File: src/rtl/score_disp_pkg.sv
// Shared widths, BCD vector type and conversion FSM state for the score display.
// Consumers: score_bin2bcd (converter) and score_scan_ctrl (scan/mux top).
package score_disp_pkg;

    localparam int unsigned NUM_DIGITS   = 8;
    localparam int unsigned SCORE_DIGITS = 5;
    localparam int unsigned SCORE_W      = 16;
    localparam int unsigned BCD_W        = 4;
    localparam int unsigned REFCNT_W     = $clog2(NUM_DIGITS);
    localparam int unsigned CNT_W        = $clog2(SCORE_W);

    typedef logic [SCORE_DIGITS-1:0][BCD_W-1:0] bcd_t;

    typedef enum logic [1:0] {
        ST_IDLE   = 2'd0,
        ST_SHIFT  = 2'd1,
        ST_COMMIT = 2'd2
    } conv_state_t;

    // Shift-add-3 correction applied to every digit before each shift.
    function automatic bcd_t dabble_adjust(input bcd_t v);
        bcd_t r;
        r = v;
        for (int unsigned i = 0; i < SCORE_DIGITS; i++) begin
            if (v[i] > BCD_W'(4)) begin
                r[i] = v[i] + BCD_W'(3);
            end
        end
        return r;
    endfunction

endpackage

File: src/rtl/score_bin2bcd.sv
// Sequential 16-bit binary to 5-digit BCD converter, one bit per cycle.
// Handshake: load sampled in IDLE, busy through SHIFT/COMMIT, done_c pulses in COMMIT.
module score_bin2bcd
    import score_disp_pkg::*;
(
    input  logic               clk,
    input  logic               rst,
    input  logic               load,
    input  logic [SCORE_W-1:0] bin,
    output logic               busy,
    output logic               done_c,
    output bcd_t               bcd
);

    conv_state_t        state;
    conv_state_t        state_nxt;
    logic [SCORE_W-1:0] sreg;
    logic [SCORE_W-1:0] sreg_nxt;
    bcd_t               acc;
    bcd_t               acc_nxt;
    bcd_t               adj;
    logic [CNT_W-1:0]   cnt;
    logic [CNT_W-1:0]   cnt_nxt;

    // State register; busy is registered from the next state.
    always_ff @(posedge clk or posedge rst) begin
        if (rst) begin
            state <= ST_IDLE;
            busy  <= 1'b0;
        end else begin
            state <= state_nxt;
            busy  <= (state_nxt != ST_IDLE);
        end
    end

    always_ff @(posedge clk or posedge rst) begin
        if (rst) begin
            sreg <= '0;
            acc  <= '0;
            cnt  <= '0;
        end else begin
            sreg <= sreg_nxt;
            acc  <= acc_nxt;
            cnt  <= cnt_nxt;
        end
    end

    always_comb begin
        state_nxt = state;
        sreg_nxt  = sreg;
        acc_nxt   = acc;
        cnt_nxt   = cnt;
        done_c    = 1'b0;
        adj       = dabble_adjust(acc);
        case (state)
            ST_IDLE: begin
                if (load) begin
                    sreg_nxt  = bin;
                    acc_nxt   = '0;
                    cnt_nxt   = '0;
                    state_nxt = ST_SHIFT;
                end
            end
            ST_SHIFT: begin
                {acc_nxt, sreg_nxt} = {adj, sreg} << 1;
                cnt_nxt             = cnt + CNT_W'(1);
                if (cnt == CNT_W'(SCORE_W - 1)) begin
                    state_nxt = ST_COMMIT;
                end
            end
            ST_COMMIT: begin
                done_c    = 1'b1;
                state_nxt = ST_IDLE;
            end
            default: state_nxt = ST_IDLE;
        endcase
    end

    assign bcd = acc;

endmodule

File: src/rtl/score_scan_ctrl.sv
// Score display controller: binary-to-BCD load path plus an 8-slot multiplexed digit scan.
// Optional SEG_LZB_EN: blank leading zero digits 1..4 (digit 0 always shown).
module score_scan_ctrl
    import score_disp_pkg::*;
#(
    parameter int unsigned REFRESH_DIV = 100000
) (
    input  logic                clk,
    input  logic                rst,
    input  logic [SCORE_W-1:0]  score_in,
    input  logic                score_load,
    output logic                busy,
    output logic [REFCNT_W-1:0] refcnt,
    output logic [BCD_W-1:0]    digit,
    output logic                digit_blank
);

    localparam int unsigned PRE_W = (REFRESH_DIV > 1) ? $clog2(REFRESH_DIV) : 1;

    logic [PRE_W-1:0] prescale;
    bcd_t             display;
    bcd_t             conv_bcd;
    logic             conv_done_c;

    score_bin2bcd u_bin2bcd (
        .clk    (clk),
        .rst    (rst),
        .load   (score_load),
        .bin    (score_in),
        .busy   (busy),
        .done_c (conv_done_c),
        .bcd    (conv_bcd)
    );

    // Free-running slot timer; never touched by the conversion path.
    always_ff @(posedge clk or posedge rst) begin
        if (rst) begin
            prescale <= '0;
            refcnt   <= '0;
        end else if (prescale == PRE_W'(REFRESH_DIV - 1)) begin
            prescale <= '0;
            refcnt   <= refcnt + REFCNT_W'(1);
        end else begin
            prescale <= prescale + PRE_W'(1);
        end
    end

    // Display only changes on the COMMIT exit, so a conversion never tears the shown value.
    always_ff @(posedge clk or posedge rst) begin
        if (rst) begin
            display <= '0;
        end else if (conv_done_c) begin
            display <= conv_bcd;
        end
    end

`ifdef SEG_LZB_EN
    logic [SCORE_DIGITS-1:0] lz_mask;
    logic                    above_zero;

    always_comb begin
        lz_mask    = '0;
        above_zero = 1'b1;
        for (int i = int'(SCORE_DIGITS) - 1; i > 0; i--) begin
            above_zero = above_zero && (display[i] == '0);
            lz_mask[i] = above_zero;
        end
    end
`endif

    always_comb begin
        digit       = '0;
        digit_blank = 1'b1;
        if (refcnt < REFCNT_W'(SCORE_DIGITS)) begin
            digit       = display[refcnt];
`ifdef SEG_LZB_EN
            digit_blank = lz_mask[refcnt];
`else
            digit_blank = 1'b0;
`endif
        end
    end

endmodule

File: config.mk
export PLATFORM = sky130hd
export DESIGN_NAME = score_scan_ctrl
export DESIGN_NICKNAME = d
export VERILOG_FILES = /design/src/rtl/score_disp_pkg.sv /design/src/rtl/score_bin2bcd.sv /design/src/rtl/score_scan_ctrl.sv
export SDC_FILE = /design/constraint.sdc
export NUM_CORES = 1
export LEC_CHECK = 0
export ABC_AREA = 1
export CORE_MARGIN = 2
export CORE_UTILIZATION = 45
export CTS_CLUSTER_DIAMETER = 100
export DETAILED_ROUTE_END_ITERATION = 6
export PLACE_DENSITY = 0.76
export SLEW_MARGIN = 10
export SYNTH_ARGS = -nofsm -noshare
export SYNTH_HDL_FRONTEND = slang
export SYNTH_SLANG_ARGS = --single-unit
File: constraint.sdc
create_clock -name clk -period 2.6 [get_ports clk]
set_input_delay 0.52 -clock clk [delete_from_list [all_inputs] [get_ports clk]]
set_output_delay 0.52 -clock clk [all_outputs]
set_load 0.01 [all_outputs]
# Word level (Yosys, flattened, before mapping)
# Index checks and enable logic that the tools add are counted.
# totals
reg_bits	83
in_bits	19
out_inout_bits	9
wordCells	60
# classes
add_sub_neg	8
magnitude_cmp	7
eq_ne	5
mux	20
n_reduce_logical	4
# ops
operator	count
case mux 20 bit (2 select lines)	1
case mux 16 bit (2 select lines)	1
two-way mux 4 bit	7
> comparator 4 x 3 -> 1 bit (second input constant)	5
two-way mux 20 bit	1
adder 17 x 1 -> 17 bit (second input constant)	1
equality test 17 bit (second input constant)	1
two-way mux 17 bit	1
adder 4 x 2 -> 4 bit (second input constant)	4
two-way mux 16 bit	1
binary-select mux 4 bit (select 3 bit)	1
case mux 4 bit (2 select lines)	1
adder 4 x 1 -> 4 bit (second input constant)	1
equality test 4 bit (second input constant)	1
less-than comparator 3 x 4 -> 1 bit (second input constant)	1
two-way mux 2 bit	2
case mux 2 bit (2 select lines)	1
nonzero test 2 bit	2
adder 3 x 1 -> 3 bit (second input constant)	1
adder 3 x 2 -> 3 bit (second input constant)	1
less-than comparator 3 bit (second input constant)	1
two-way mux 3 bit	1
equality test 2 x 1 -> 1 bit (second input constant)	1
equality test 2 bit (second input constant)	1
4 further kinds	5

# Logic depth before layout (Yosys ltp)
# Gate-level depths: netlist (run 1).
# logic_depth
depth_word	4
depth_mapped	9

# Modules after synthesis
# A second synthesis (run 1) with hierarchy kept.
# unflattened
cells_unflattened	554
hier_area_um2	4369.2
# by_module_without_submodules
module	instances	cells_each	area_per_inst_um2
score_bin2bcd	1	274	2213.4
score_scan_ctrl	1	280	2155.8

# Least setup slack after synthesis (run 1)
# No wires, ideal clock.
# synth_timing
path_kind	register -> output
from	register refcnt[0]
to	output port digit[0]
arrival_ns	1.084
required_ns	2.080
setup_slack_ns	0.996
path_stages_with_launch	6
path_buffers	1
path_cell_list	dfrtp_1 > clkbuf_1 > o21ai_0 > o22ai_1 > nand2_1 > nand2_1
# synth_between
elab_chain_len	3
elab_cells_between_ends	4
# synth_lines
item	line_no	rtl
start: declaration	score_scan_ctrl.sv:13	output logic [REFCNT_W-1:0] refcnt,
start signal: assignment	score_scan_ctrl.sv:42	refcnt <= refcnt + REFCNT_W'(1);
binary-select mux 4 bit (select 3 bit)	score_scan_ctrl.sv:75	digit = display[refcnt];
two-way mux 4 bit (implied by the code)	score_scan_ctrl.sv:75	
two-way mux 4 bit (*)	score_scan_ctrl.sv:74	if (refcnt < REFCNT_W'(SCORE_DIGITS)) begin
end: declaration	score_scan_ctrl.sv:14	output logic [BCD_W-1:0] digit,
# Every way passes the cells marked *; elsewhere a longest branch is shown, timed or not. The select of a mux whose other input is x is not followed.

# Worst setup path after layout (run 1)
# layout_timing
from	register refcnt[1]
to	output port digit[2]
# Same word-level chain as after synthesis.

==> metrics.log, run 1 <==
[metrics] run status: finished clean
[metrics] class of the tightest hold or removal check: register to register
[metrics] Worst-Skew Late Latency: ~0.37 ns
[metrics] fraction of synthesized cell area taken by the top area cell type: 50.41%
[metrics] crit-path max FO: 9
[metrics] RSZ-0062 raised after global routing: no
[metrics] All-Layer GR Usage: between 10% and 20%
[metrics] GRT overflow: 0
[metrics] post-cts hold buffer count: 0
[metrics] starting density of the core: between 40 and 50%
[metrics] initial antenna violation count: 0
[metrics] Comb pwr share: between 30% and 40%
[metrics] count of buffers inserted at the top-level ports: 27
[metrics] number of hold violations in the final report: 0
[metrics] sequential-to-total area share from yosys stat: 50.41%
[metrics] global-route wire length before repair: between 10 and 15 mm
[metrics] Worst Path Class, Setup: register to output pin
[metrics] R2R Setup Slk: slightly above 0.9 ns
[metrics] core region area: around 8800 um2
[metrics] post-synthesis cell count: 503
[metrics] synthesized area divided by synthesized cell count: a little over 8 um2
[metrics] sum of routed wire length over all layers: 8.339 mm
[metrics] maximum clock path buffer count: 2
[metrics] share of cells above drive strength 1: between 6 and 7%
[metrics] Die Outline Area: between 9000 and 10000 um2
[metrics] number of inserted diodes: 0
[metrics] Fill cells: around 830
[metrics] clock share of power: between 10% and 20%
[metrics] achievable clock frequency: ~410 MHz
[metrics] number of antenna-violating nets in the routed design: 0
[metrics] critical path capture point type: output pin
[metrics] peak ir drop on the vdd network: ~0.42 mV
[metrics] total standard cell area after synthesis: a little over 4000 um2
[metrics] area used by multi-input combinational logic: 1664 um2
[metrics] Required @ worst endpoint: between 2 and 2.5 ns
[metrics] async set-or-reset flop fraction in the synthesized netlist: between 90% and 100%
[metrics] Relative slew margins: 60.37%
[metrics] flip-flop and latch count after synthesis: a little over 80
[metrics] arrival time at the worst endpoint: 1.94 ns
[metrics] signed area change from the synthesized netlist to the final layout: 12.88%
[metrics] floorplan die height: between 90 and 100 um
[metrics] Clock Sinks: 83
[metrics] ranking of synthesized cells by instance count: nand2_1, dfrtp_1, inv_1, o21ai_0, nor2_1
[metrics] cell-internal power: approximately 2.7 mW
[metrics] Core Rows: 34
[metrics] top cell type by total area after synthesis: dfrtp_1
[metrics] maximum clock skew at final layout: between 0.01 and 0.015 ns
[metrics] maximum level of the CTS H-tree: 3
[metrics] switching pwr: 1.827 mW
[metrics] leakage dissipation: 2.222 nW
[metrics] root cell of the clock tree: clkbuf_8
[metrics] ports placed on the boundary: 28
[metrics] post-route worst hold slack: approximately 0.49 ns
[metrics] relative contribution of sequential cells to total power: roughly 43%
[metrics] Cell Count, Final, Fillers Out: approximately 640
[metrics] via count of the routed design: roughly 3300
[metrics] PnR Total Power: around 4.6 mW
[metrics] x dimension of the die: roughly 100 um
[metrics] number of search-and-repair iterations in the first detailed-routing pass: 4
[metrics] crit path launch type: register
[metrics] max-slew violations: 0
[metrics] drc violations: 0
[metrics] total of warnings raised by yosys: 0
[metrics] vias in the first global route: approximately 3300
[metrics] Inserted Clock Buffers: 9
[metrics] Post-Synthesis Net Count: 530
[metrics] DP Wirelength: around 6 mm
[metrics] final period utilization: a little over nine tenths
[metrics] number of enable flip-flop cells after synthesis: 0
[metrics] top cells by area, synth: dfrtp_1, nand2_1, o21ai_0, inv_1, nor2_1
[metrics] Final Critical Period: around 2.5 ns
[metrics] sequential cell area: approximately 2100 um2
[metrics] number of nets in the layout: ~560
[metrics] RePlAce Congestion: slightly below 0.9
[metrics] Detailed Route Iter0 Violations: 164
[metrics] placed cell count: between 600 and 700
[metrics] mean number of vias per cell: about 5.2
[metrics] count of unique library cells instantiated by Yosys: 31
[metrics] TritonCTS clock tree: built
[metrics] count of endpoints failing setup in the final report: 0
[metrics] predominant post-synthesis flop cell: dfrtp_1
[metrics] power per cell area: 981.1 nW/um2
[metrics] dominant cell by count in the synthesized netlist: nand2_1
[metrics] slew at the pin with the worst max-slew slack: 0.5932 ns
[metrics] clock-pin slew on the worst setup and hold paths: roughly 0.080 ns
[metrics] accumulated negative setup slack: 0 ns
[metrics] maximum number of pins on one net before global-route repair: 41
[metrics] wire length per cell: ~13 um
[metrics] max-capacitance violation count: 0
[metrics] proportion of total power due to net switching: about two fifths
[repair_timing]
| action | CTS | global route |
|---|---|---|
| buffers inserted | 0 | 0 |
| endpoints found under the setup margin | 0 | 4 |
| gates resized for setup | 0 | 2 |
[worst max-delay path, stage by stage, from the launching register on]
cell and delay, ns:
dfrtp_1 0.47, inv_1 0.14, o21ai_0 0.11, o22ai_1 0.21, nand2_1 0.07, nand2_1 0.06
clkdlybuf4s50_1 0.53
[layout make-up]
class	count	share of cell area, %
clock inverters	7	1.264
clock buffers	9	2.663
inverters	71	5.865
well taps	108	2.906
repair buffers	30	6.833
flip-flops and latches	83	44.69
multi-input cells	334	35.78
[power by group through the flow]
stage	combinational [mW]	sequential, mW	clock (mW)
4_1_cts	1.71	1.98	0.911
5_1_grt	1.98	2.04	0.965
3_3_place_gp	1.61	1.99	0
2_1_floorplan	1.39	1.92	0
3_5_place_dp	1.70	2.00	0
6_report	1.70	1.98	0.884
[through the flow]
stage          worst slack, ns  instance area, um2  utilization [%]
6_report                0.1401                4651            52.81
5_1_grt                0.02277                4651            52.81
4_1_cts                0.04075                4649            52.80
3_5_place_dp            0.4381                4467            50.72
3_3_place_gp            0.5268                4467            50.72
2_1_floorplan           0.9959                4124                -
[sequential cells by signal, summed over array words and instances (netlist names)]
register,flops
u_bin2bcd.busy,1
prescale,17
u_bin2bcd.bcd,20
refcnt,3
u_bin2bcd.state,2
display,20
u_bin2bcd.sreg,16
u_bin2bcd.cnt,4
[worst paths after layout]
| kind | start | end | cells past startpoint |
|---|---|---|---|
| max | refcnt[1] | digit[2] | 6 |
| min | display[18] | display[18] | 2 |
| max reg2reg | u_bin2bcd.state[1] | u_bin2bcd.sreg[8] | 6 |
| min reg2reg | display[18] | display[18] | 2 |
| max in group asynchronous | rst | refcnt[0] | 3 |
| min in group asynchronous | rst | prescale[15] | 2 |
[layer usage]
metal,wire [um],vias to the layer above,GRT usage [%]
li1,-,1693,-
met1,3927,1557,24.90
met2,3843,78,29.37
met3,390,15,3.514
met4,178,0,8.114
met5,0,-,0
[kinds of logic after synthesis]
logic type      synth area share (%)
simple gates                   21.77
compound gates                 14.91
buf+inv                        9.201
flops                          50.41
fa+ha+maj                      2.429
xor+xnor                       1.275
[placed cells by master, fill, tap and decap left out, types with 2 or more instances in the layout]
cell / instances
o211ai_1: 9
ha_1: 8
dfrtp_1: 82
inv_6: 4
clkbuf_8: 9
nand4_1: 9
nor2_2: 3
clkinvlp_4: 2
inv_1: 65
inv_2: 4
o21ai_0: 61
clkdlybuf4s50_1: 27
nand2_1: 125
xor2_1: 6
o221ai_1: 2
nand3_1: 18
a21oi_1: 19
buf_12: 2
o22ai_1: 10
nor3_1: 4
o21ai_1: 5
nor2_1: 45
Note: power is estimated with default switching activity, not from simulation.
==> inputs of run 2 (changes only) <==
--- a/config.mk
+++ b/config.mk
@@ -6,6 +6,7 @@
 export NUM_CORES = 1
 export LEC_CHECK = 0
 export ABC_AREA = 1
+export CAP_MARGIN = 20
 export CORE_MARGIN = 2
 export CORE_UTILIZATION = 45
 export CTS_CLUSTER_DIAMETER = 100
==> results of run 2 <==
No change in the layout: final DEF, timing and power equal those of run 1.
